==> src/rtl/idu_stage_if.sv <==
// Decode-stage bus: the IFU-side request (in_*) and the EXU-side decoded
// bundle (out_*).
//
// Handshake: a transfer happens on a rising clock edge where valid && ready
// are both high. The producer holds valid and its payload steady until that
// edge. The consumer may raise or lower ready at any time.
//
// Modports:
//   slave  - the decode stage. It consumes in_* and produces out_*.
//   master - the environment around the stage (IFU/EXU or a bench).
interface idu_stage_if #(
  parameter int WIDTH = 32
);
  logic             in_valid;
  logic             in_ready;
  logic [31:0]      in_inst;
  logic [WIDTH-1:0] in_pc;

  logic             out_valid;
  logic             out_ready;
  logic [WIDTH-1:0] out_pc;
  logic [4:0]       out_rd_addr;
  logic [4:0]       out_rs1_addr;
  logic [4:0]       out_rs2_addr;
  logic [WIDTH-1:0] out_imm;
  logic [3:0]       out_alu_op;
  logic             out_alu_left_sel;
  logic             out_alu_right_sel;
  logic             out_rd_we;
  logic [1:0]       out_rd_input_sel;
  logic             out_mem_re;
  logic             out_mem_we;
  logic [2:0]       out_mem_op;
  logic             out_is_branch;
  logic             out_is_jal;
  logic             out_is_jalr;
  logic [2:0]       out_br_cond;
  logic             out_csr_we;
  logic             out_csr_sel;
  logic             out_is_ecall;
  logic             out_is_mret;
  logic             out_illegal;

  modport slave (
    input  in_valid, in_inst, in_pc, out_ready,
    output in_ready, out_valid, out_pc, out_rd_addr, out_rs1_addr, out_rs2_addr,
           out_imm, out_alu_op, out_alu_left_sel, out_alu_right_sel, out_rd_we,
           out_rd_input_sel, out_mem_re, out_mem_we, out_mem_op, out_is_branch,
           out_is_jal, out_is_jalr, out_br_cond, out_csr_we, out_csr_sel,
           out_is_ecall, out_is_mret, out_illegal
  );

  modport master (
    output in_valid, in_inst, in_pc, out_ready,
    input  in_ready, out_valid, out_pc, out_rd_addr, out_rs1_addr, out_rs2_addr,
           out_imm, out_alu_op, out_alu_left_sel, out_alu_right_sel, out_rd_we,
           out_rd_input_sel, out_mem_re, out_mem_we, out_mem_op, out_is_branch,
           out_is_jal, out_is_jalr, out_br_cond, out_csr_we, out_csr_sel,
           out_is_ecall, out_is_mret, out_illegal
  );
endinterface

==> src/rtl/idu_stage.sv <==
// RV32I+Zicsr decode stage. It decodes one instruction per cycle and
// registers the resulting control bundle, giving a latency of one cycle.
// Branches are not resolved here: the type and condition are passed on so
// that the EXU can evaluate them.
//
// Ports:
//   clk   - rising-edge clock
//   rst_n - synchronous active-low reset
//   flush - drops the held bundles and the instruction presented this cycle
//   bus   - idu_stage_if.slave: in_* request side, out_* decoded bundle
//
// Parameters:
//   WIDTH - PC/immediate width (32 or 64)
//   SKID  - 0: one output register; 1: output register plus a one-entry skid
//           buffer, so that in_ready does not depend on out_ready
//
// ALU opcodes: 0 add, 1 sub, 2 sll, 3 slt, 4 sltu, 5 xor, 6 srl, 7 sra,
//              8 or, 9 and, 10 pass the right operand (lui)
module idu_stage #(
  parameter int WIDTH = 32,
  parameter int SKID  = 1
) (
  input  logic         clk,
  input  logic         rst_n,
  input  logic         flush,
  idu_stage_if.slave   bus
);
  localparam logic [3:0] ALU_ADD = 4'd0, ALU_SUB = 4'd1, ALU_SLL = 4'd2,
                         ALU_SLT = 4'd3, ALU_SLTU = 4'd4, ALU_XOR = 4'd5,
                         ALU_SRL = 4'd6, ALU_SRA = 4'd7, ALU_OR = 4'd8,
                         ALU_AND = 4'd9, ALU_PASS = 4'd10;

  typedef struct packed {
    logic [WIDTH-1:0] pc;
    logic [4:0]       rd_addr;
    logic [4:0]       rs1_addr;
    logic [4:0]       rs2_addr;
    logic [WIDTH-1:0] imm;
    logic [3:0]       alu_op;
    logic             alu_left_sel;
    logic             alu_right_sel;
    logic             rd_we;
    logic [1:0]       rd_input_sel;
    logic             mem_re;
    logic             mem_we;
    logic [2:0]       mem_op;
    logic             is_branch;
    logic             is_jal;
    logic             is_jalr;
    logic [2:0]       br_cond;
    logic             csr_we;
    logic             csr_sel;
    logic             is_ecall;
    logic             is_mret;
    logic             illegal;
  } bundle_t;

  logic [31:0] inst;
  logic [6:0]  opcode;
  logic [2:0]  f3;
  logic [6:0]  f7;
  logic        shamt_ok;
  assign inst   = bus.in_inst;
  assign opcode = inst[6:0];
  assign f3     = inst[14:12];
  assign f7     = inst[31:25];
  // On RV32, shamt[5] (inst[25]) must be zero. On RV64 it is part of shamt.
  assign shamt_ok = (WIDTH == 64) || !inst[25];

  // Shared by OP and OP-IMM. alt picks sub over add and sra over srl.
  function automatic logic [3:0] alu_from_f3(input logic [2:0] fn, input logic alt);
    case (fn)
      3'b000:  alu_from_f3 = alt ? ALU_SUB : ALU_ADD;
      3'b001:  alu_from_f3 = ALU_SLL;
      3'b010:  alu_from_f3 = ALU_SLT;
      3'b011:  alu_from_f3 = ALU_SLTU;
      3'b100:  alu_from_f3 = ALU_XOR;
      3'b101:  alu_from_f3 = alt ? ALU_SRA : ALU_SRL;
      3'b110:  alu_from_f3 = ALU_OR;
      default: alu_from_f3 = ALU_AND;
    endcase
  endfunction

  bundle_t     dec;
  logic [31:0] imm32;
  logic        legal;

  always_comb begin
    dec          = '0;
    imm32        = '0;
    legal        = 1'b1;
    dec.pc       = bus.in_pc;
    dec.rd_addr  = inst[11:7];
    dec.rs1_addr = inst[19:15];
    dec.rs2_addr = inst[24:20];
    case (opcode)
      7'b0110111: begin // lui
        imm32 = {inst[31:12], 12'b0};
        dec.alu_op = ALU_PASS; dec.alu_left_sel = 1'b1; dec.alu_right_sel = 1'b1;
        dec.rd_we = 1'b1;
      end
      7'b0010111: begin // auipc
        imm32 = {inst[31:12], 12'b0};
        dec.alu_left_sel = 1'b1; dec.alu_right_sel = 1'b1; dec.rd_we = 1'b1;
      end
      7'b1101111: begin // jal
        imm32 = {{12{inst[31]}}, inst[19:12], inst[20], inst[30:21], 1'b0};
        dec.alu_left_sel = 1'b1; dec.rd_we = 1'b1; dec.is_jal = 1'b1;
      end
      7'b1100111: begin // jalr
        imm32 = {{20{inst[31]}}, inst[31:20]};
        dec.rd_we = 1'b1; dec.is_jalr = 1'b1;
        legal = (f3 == 3'b000);
      end
      7'b1100011: begin // branch
        imm32 = {{20{inst[31]}}, inst[7], inst[30:25], inst[11:8], 1'b0};
        dec.alu_op = ALU_SUB; dec.is_branch = 1'b1; dec.br_cond = f3;
        legal = (f3 != 3'b010) && (f3 != 3'b011);
      end
      7'b0000011: begin // load
        imm32 = {{20{inst[31]}}, inst[31:20]};
        dec.alu_right_sel = 1'b1; dec.rd_we = 1'b1; dec.rd_input_sel = 2'b01;
        dec.mem_re = 1'b1; dec.mem_op = f3;
        legal = (f3 != 3'b011) && (f3 != 3'b110) && (f3 != 3'b111);
      end
      7'b0100011: begin // store
        imm32 = {{20{inst[31]}}, inst[31:25], inst[11:7]};
        dec.alu_right_sel = 1'b1; dec.mem_we = 1'b1; dec.mem_op = f3;
        legal = (f3 == 3'b000) || (f3 == 3'b001) || (f3 == 3'b010);
      end
      7'b0010011: begin // op-imm
        imm32 = {{20{inst[31]}}, inst[31:20]};
        dec.alu_right_sel = 1'b1; dec.rd_we = 1'b1;
        dec.alu_op = alu_from_f3(f3, (f3 == 3'b101) && inst[30]);
        if (f3 == 3'b001)
          legal = (inst[31:26] == 6'b000000) && shamt_ok;
        else if (f3 == 3'b101)
          legal = ((inst[31:26] == 6'b000000) || (inst[31:26] == 6'b010000)) && shamt_ok;
      end
      7'b0110011: begin // op
        dec.rd_we  = 1'b1;
        dec.alu_op = alu_from_f3(f3, f7[5]);
        legal = (f7 == 7'b0000000) ||
                ((f7 == 7'b0100000) && ((f3 == 3'b000) || (f3 == 3'b101)));
      end
      7'b1110011: begin // system
        imm32 = {{20{inst[31]}}, inst[31:20]};
        if (inst == 32'h0000_0073)      dec.is_ecall = 1'b1;
        else if (inst == 32'h3020_0073) dec.is_mret  = 1'b1;
        else if ((f3 == 3'b001) || (f3 == 3'b010)) begin
          dec.csr_we = 1'b1; dec.csr_sel = f3[1];
          dec.rd_we = 1'b1; dec.rd_input_sel = 2'b10;
        end else legal = 1'b0;
      end
      default: legal = 1'b0;
    endcase
    dec.imm   = WIDTH'($signed(imm32));
    dec.rd_we = dec.rd_we && (dec.rd_addr != 5'd0);
    if (!legal) begin
      // Only the identity fields survive. Everything with a side effect is
      // cleared, and the EXU raises the trap from the illegal flag.
      dec          = '0;
      dec.pc       = bus.in_pc;
      dec.rd_addr  = inst[11:7];
      dec.rs1_addr = inst[19:15];
      dec.rs2_addr = inst[24:20];
      dec.illegal  = 1'b1;
    end
  end

  bundle_t out_q, skid_q;
  logic    out_valid, skid_valid, in_ready, accept;

  // With SKID=1, ready depends only on registered state. With SKID=0 it
  // follows out_ready combinationally.
  assign in_ready = rst_n && ((SKID != 0) ? !skid_valid : (!out_valid || bus.out_ready));
  assign accept   = bus.in_valid && in_ready && !flush;

  always_ff @(posedge clk) begin
    if (!rst_n) begin
      out_valid  <= 1'b0;
      skid_valid <= 1'b0;
      out_q      <= '0;
      skid_q     <= '0;
    end else if (flush) begin
      out_valid  <= 1'b0;
      skid_valid <= 1'b0;
    end else if (!out_valid || bus.out_ready) begin
      // The output slot is free this edge. The older skid entry goes first.
      // in_ready is low while the skid buffer is full, so nothing is
      // accepted on the same edge.
      if (skid_valid) begin
        out_q      <= skid_q;
        out_valid  <= 1'b1;
        skid_valid <= 1'b0;
      end else if (accept) begin
        out_q     <= dec;
        out_valid <= 1'b1;
      end else begin
        out_valid <= 1'b0;
      end
    end else if (accept && (SKID != 0)) begin
      skid_q     <= dec;
      skid_valid <= 1'b1;
    end
  end

  assign bus.in_ready          = in_ready;
  assign bus.out_valid         = out_valid;
  assign bus.out_pc            = out_q.pc;
  assign bus.out_rd_addr       = out_q.rd_addr;
  assign bus.out_rs1_addr      = out_q.rs1_addr;
  assign bus.out_rs2_addr      = out_q.rs2_addr;
  assign bus.out_imm           = out_q.imm;
  assign bus.out_alu_op        = out_q.alu_op;
  assign bus.out_alu_left_sel  = out_q.alu_left_sel;
  assign bus.out_alu_right_sel = out_q.alu_right_sel;
  assign bus.out_rd_we         = out_q.rd_we;
  assign bus.out_rd_input_sel  = out_q.rd_input_sel;
  assign bus.out_mem_re        = out_q.mem_re;
  assign bus.out_mem_we        = out_q.mem_we;
  assign bus.out_mem_op        = out_q.mem_op;
  assign bus.out_is_branch     = out_q.is_branch;
  assign bus.out_is_jal        = out_q.is_jal;
  assign bus.out_is_jalr       = out_q.is_jalr;
  assign bus.out_br_cond       = out_q.br_cond;
  assign bus.out_csr_we        = out_q.csr_we;
  assign bus.out_csr_sel       = out_q.csr_sel;
  assign bus.out_is_ecall      = out_q.is_ecall;
  assign bus.out_is_mret       = out_q.is_mret;
  assign bus.out_illegal       = out_q.illegal;
endmodule

==> src/flat_wrapper.sv <==
// flat-port wrapper written by rule: the top's interface ports become plain ports
module idu_stage_flat 
#(
  parameter int WIDTH = 32,
  parameter int SKID  = 1
)
  (clk, rst_n, flush, bus_in_valid, bus_in_inst, bus_in_pc, bus_out_ready, bus_in_ready, bus_out_valid, bus_out_pc, bus_out_rd_addr, bus_out_rs1_addr, bus_out_rs2_addr, bus_out_imm, bus_out_alu_op, bus_out_alu_left_sel, bus_out_alu_right_sel, bus_out_rd_we, bus_out_rd_input_sel, bus_out_mem_re, bus_out_mem_we, bus_out_mem_op, bus_out_is_branch, bus_out_is_jal, bus_out_is_jalr, bus_out_br_cond, bus_out_csr_we, bus_out_csr_sel, bus_out_is_ecall, bus_out_is_mret, bus_out_illegal);
  idu_stage_if #(.WIDTH(WIDTH)) bus_i ();
  input  logic clk;
  input  logic rst_n;
  input  logic flush;
  input wire logic [$bits(bus_i.in_valid)-1:0] bus_in_valid;
  input wire logic [$bits(bus_i.in_inst)-1:0] bus_in_inst;
  input wire logic [$bits(bus_i.in_pc)-1:0] bus_in_pc;
  input wire logic [$bits(bus_i.out_ready)-1:0] bus_out_ready;
  output wire logic [$bits(bus_i.in_ready)-1:0] bus_in_ready;
  output wire logic [$bits(bus_i.out_valid)-1:0] bus_out_valid;
  output wire logic [$bits(bus_i.out_pc)-1:0] bus_out_pc;
  output wire logic [$bits(bus_i.out_rd_addr)-1:0] bus_out_rd_addr;
  output wire logic [$bits(bus_i.out_rs1_addr)-1:0] bus_out_rs1_addr;
  output wire logic [$bits(bus_i.out_rs2_addr)-1:0] bus_out_rs2_addr;
  output wire logic [$bits(bus_i.out_imm)-1:0] bus_out_imm;
  output wire logic [$bits(bus_i.out_alu_op)-1:0] bus_out_alu_op;
  output wire logic [$bits(bus_i.out_alu_left_sel)-1:0] bus_out_alu_left_sel;
  output wire logic [$bits(bus_i.out_alu_right_sel)-1:0] bus_out_alu_right_sel;
  output wire logic [$bits(bus_i.out_rd_we)-1:0] bus_out_rd_we;
  output wire logic [$bits(bus_i.out_rd_input_sel)-1:0] bus_out_rd_input_sel;
  output wire logic [$bits(bus_i.out_mem_re)-1:0] bus_out_mem_re;
  output wire logic [$bits(bus_i.out_mem_we)-1:0] bus_out_mem_we;
  output wire logic [$bits(bus_i.out_mem_op)-1:0] bus_out_mem_op;
  output wire logic [$bits(bus_i.out_is_branch)-1:0] bus_out_is_branch;
  output wire logic [$bits(bus_i.out_is_jal)-1:0] bus_out_is_jal;
  output wire logic [$bits(bus_i.out_is_jalr)-1:0] bus_out_is_jalr;
  output wire logic [$bits(bus_i.out_br_cond)-1:0] bus_out_br_cond;
  output wire logic [$bits(bus_i.out_csr_we)-1:0] bus_out_csr_we;
  output wire logic [$bits(bus_i.out_csr_sel)-1:0] bus_out_csr_sel;
  output wire logic [$bits(bus_i.out_is_ecall)-1:0] bus_out_is_ecall;
  output wire logic [$bits(bus_i.out_is_mret)-1:0] bus_out_is_mret;
  output wire logic [$bits(bus_i.out_illegal)-1:0] bus_out_illegal;
  assign bus_i.in_valid = bus_in_valid;
  assign bus_i.in_inst = bus_in_inst;
  assign bus_i.in_pc = bus_in_pc;
  assign bus_i.out_ready = bus_out_ready;
  assign bus_in_ready = bus_i.in_ready;
  assign bus_out_valid = bus_i.out_valid;
  assign bus_out_pc = bus_i.out_pc;
  assign bus_out_rd_addr = bus_i.out_rd_addr;
  assign bus_out_rs1_addr = bus_i.out_rs1_addr;
  assign bus_out_rs2_addr = bus_i.out_rs2_addr;
  assign bus_out_imm = bus_i.out_imm;
  assign bus_out_alu_op = bus_i.out_alu_op;
  assign bus_out_alu_left_sel = bus_i.out_alu_left_sel;
  assign bus_out_alu_right_sel = bus_i.out_alu_right_sel;
  assign bus_out_rd_we = bus_i.out_rd_we;
  assign bus_out_rd_input_sel = bus_i.out_rd_input_sel;
  assign bus_out_mem_re = bus_i.out_mem_re;
  assign bus_out_mem_we = bus_i.out_mem_we;
  assign bus_out_mem_op = bus_i.out_mem_op;
  assign bus_out_is_branch = bus_i.out_is_branch;
  assign bus_out_is_jal = bus_i.out_is_jal;
  assign bus_out_is_jalr = bus_i.out_is_jalr;
  assign bus_out_br_cond = bus_i.out_br_cond;
  assign bus_out_csr_we = bus_i.out_csr_we;
  assign bus_out_csr_sel = bus_i.out_csr_sel;
  assign bus_out_is_ecall = bus_i.out_is_ecall;
  assign bus_out_is_mret = bus_i.out_is_mret;
  assign bus_out_illegal = bus_i.out_illegal;
  idu_stage #(.WIDTH(WIDTH), .SKID(SKID)) u_core (.clk(clk), .rst_n(rst_n), .flush(flush), .bus(bus_i));
endmodule
==> config.mk <==
export PLATFORM = sky130hd
export DESIGN_NAME = idu_stage_flat
export DESIGN_NICKNAME = d
export VERILOG_FILES = /design/src/rtl/idu_stage_if.sv /design/src/rtl/idu_stage.sv /design/src/flat_wrapper.sv
export SDC_FILE = /design/constraint.sdc
export NUM_CORES = 1
export LEC_CHECK = 0
export CAP_MARGIN = 10
export CORE_MARGIN = 10
export CORE_UTILIZATION = 35
export CTS_CLUSTER_SIZE = 20
export DETAILED_ROUTE_END_ITERATION = 8
export GPL_TIMING_DRIVEN = 1
export PLACE_DENSITY_LB_ADDON = 0.3
export SKIP_LAST_GASP = 1
export SLEW_MARGIN = 20
export SYNTH_ARGS = -nofsm -noshare
export SYNTH_HDL_FRONTEND = slang
export SYNTH_SLANG_ARGS = --single-unit
==> constraint.sdc <==
create_clock -name clk -period 4.9 [get_ports clk]
set_input_delay 1.225 -clock clk [delete_from_list [all_inputs] [get_ports clk]]
set_output_delay 1.225 -clock clk [all_outputs]
set_load 0.1 [all_outputs]
==> metrics.txt <==
status finished, final reports clean; clk_lat worst skew 540 ps; die height 185 um; EDFF count, synth 0; reg2reg end u_core.bus.out_is_jal$_SDFFE_PN0P_; # rows 60; # IOs 175; mapped cell area 9480 sq um; top_reg_cell synth dfxtp_1; vias in the first global route 8,221; Synth Area in Simple Gates 21.1%; drt pass-1 iters 7; reg-to-reg startpoint u_core.skid_valid$_SDFFE_PP0P_; WL final 29.5 mm; CTS tree done; FF-to-FF setup slack 2390 ps; routed vias 8,647; post-synthesis sequential area ratio 44.3%; Synth Area in XOR/XNOR 0.185%; DRT antenna net count 0; detailed placement HPWL 19.3 mm; TritonCTS Buffers 25; per-cell routed wire length 18.3 um; Fmax 270 MHz; commonest non-fill, non-tap cell in the layout nand2_1; min Tclk post-route 3710 ps; largest net degree at the start of global routing 97; largest family of logic cells by synthesized area compound AO/OA/AOI/OAI gates; Clock Path Buffers 3; Final #Nets 1,323; WP data required 5350 ps; worst vdd rail ir drop 0.242 mV; average size of a mapped cell 8.33 sq um; initial core utilization 35.4%; Final GP Congestion 0.880; share of layout cells above drive strength 1 6.15%; DRC Markers 0; worst-path maximum fanout 24; Power Dens Cells 347 nW/um^2; CTS resizes 0; Final Cycle Share 75.7%; CP Class primary input to flip-flop; Worst setup SP type primary input; synth unique cells 46; Root Buffer Master clkbuf_16; synth warn 0; Initial DRC Count 684; Worst Path Arrival 4160 ps; async set-or-reset flop fraction in the synthesized netlist 0%; GRT Total Usage 16.7%; most frequent cells in the layout 256 x nand2_1, 209 x dfxtp_1, 172 x clkdlybuf4s50_1; Critical Path Sink Type flip-flop; Slew Viols, Final 0; slew of the pin with the lowest slew margin 1090 ps; Vias per Instance 5.37; Post-Synthesis Cells 1,138; global route overflow 0; first-pass GRT wire length 46.4 mm; Hold Path End u_core.skid_q[55]$_SDFFE_PN0P_; post-synthesis compound-gate area fraction 24.1%; post-CTS setup buffers 0; syn_nets 1,207; number of H-tree levels 1; Hold Crit Class flip-flop to flip-flop; mux share of post-synthesis cell area 5.28%; pre-CTS setup slack 704 ps; port bufs 174; Final setup viols 0; die area 34,100 sq um; setup TNS 0 ps; Adder-Cell Fraction of Synth Area 0%; min-delay src u_core.skid_q[55]$_SDFFE_PN0P_; Clock Sinks 210; #FFs+latches synth 210; Leak 4.70 nW; Clk pin slew, worst setup/hold paths 60 ps; clock skew 14.1 ps; r2r worst-path depth 3; Core ar. 26,800 sq um; Die X 185 um; area grow syn2layout 29.7%; CTS Hold Buffers Added 0; Max-Cap Viols 0; RSZ-0062 raised after global routing false; hold path cells 2; final worst slack 1190 ps; Slew HR 27.1%; final hold violations 0; initial antenna violation count 1
cell families after synthesis:
| logic type | count (synthesis) |
|---|---|
| simple gates | 439 |
| compound gates | 321 |
| flops | 210 |
| buf+inv | 116 |
| mux | 50 |
| xor+xnor | 2 |
registers in the layout, summed over array words and instances, names as in the netlist, 2 cells and up:
signal	flops
u_core.bus.out_alu_op	4
u_core.bus.out_br_cond	3
u_core.bus.out_pc	32
u_core.bus.out_rs2_addr	5
u_core.bus.out_rs1_addr	5
u_core.bus.out_imm	32
u_core.bus.out_rd_input_sel	2
u_core.bus.out_rd_addr	5
u_core.bus.out_mem_op	3
u_core.skid_q	104
Yosys cell counts (all sizes together), types with 2 or more instances:
master	instances	area (sq um)
or2	3	18.8
clkbuf	95	357
a21oi	28	140
o21a	2	15.0
a22o	5	43.8
or3	4	25.0
a31o	4	35.0
and2	14	87.6
nor3	11	55.1
nand2b	4	25.0
nor4	5	31.3
nor2	15	56.3
dfxtp	210	4200
a21boi	85	638
and3b	2	17.5
nor2b	10	62.6
a21o	11	82.6
nand3	76	380
o21ai	66	330
and4b	2	20.0
xor2	2	17.5
mux2i	50	500
nand2	256	961
inv	3	11.3
o311ai	4	35.0
nand4bb	2	22.5
nand4	25	156
o2111ai	2	17.5
buf	18	108
nor3b	3	22.5
nand3b	4	30.0
a211oi	5	37.5
a31oi	46	288
o211a	56	561
report_power, final:
group	switching (mW)	leakage [nW]	internal, mW	total [mW]
clock	0.733	0.389	1.06	1.79
sequential	0.0261	1.70	1.75	1.78
combinational	0.501	2.61	0.196	0.697
total	1.26	4.70	3.01	4.27
per-stage QoR:
stage	cells	instance area [sq um]	total power [mW]	hold WS, ps	utilization, %
after floorplan	1138	9480	2.29	434	-
after global placement	1568	11500	2.51	441	42.9
after detailed placement	1568	11500	2.51	445	42.9
after CTS	1610	12300	4.31	455	45.9
after global routing	1610	12300	4.42	475	45.9
final	1611	12300	4.27	450	45.9
critical path: stages:
cell and delay [ps]:
clkdlybuf4s50_1 750, buf_4 330, or3_1 480, a2111o_1 380, nand4b_4 320, buf_4 330
nand4_1 120, a31oi_1 210
metal layers:
layer | GRT usage [%] | routed length [um] | up-vias
met5 | 0 | 0 | -
met1 | 21.7 | 13000 | 4058
met4 | 4.23 | 641 | 0
li1 | - | - | 4274
met3 | 6.26 | 3040 | 41
met2 | 25.6 | 12800 | 274
final cells by class:
cell class	count	area (sq um)
diodes	1	2.50
clock buffers	38	754
clock inverters	4	37.5
fillers	2618	14500
inverters	3	11.3
multi-input cells	812	4820
flip-flops and latches	210	4210
well taps	341	427
repair buffers	202	2040
how the worst max path moves through the flow:
stage	startpoint	endpoint	slack, ps
6_report	bus_in_inst[14]	u_core.bus.out_imm[8]$_SDFFE_PN0P_	1190
5_1_grt	bus_in_inst[2]	u_core.bus.out_imm[8]$_SDFFE_PN0P_	1020
4_1_cts	bus_in_inst[2]	u_core.bus.out_imm[8]$_SDFFE_PN0P_	1230
3_5_place_dp	bus_in_inst[14]	u_core.bus.out_imm[8]$_SDFFE_PN0P_	700
3_3_place_gp	bus_in_inst[2]	u_core.skid_q[33]$_SDFFE_PN0P_	750
2_1_floorplan	rst_n	bus_in_ready	610
Power figures use the tool's default switching activity.
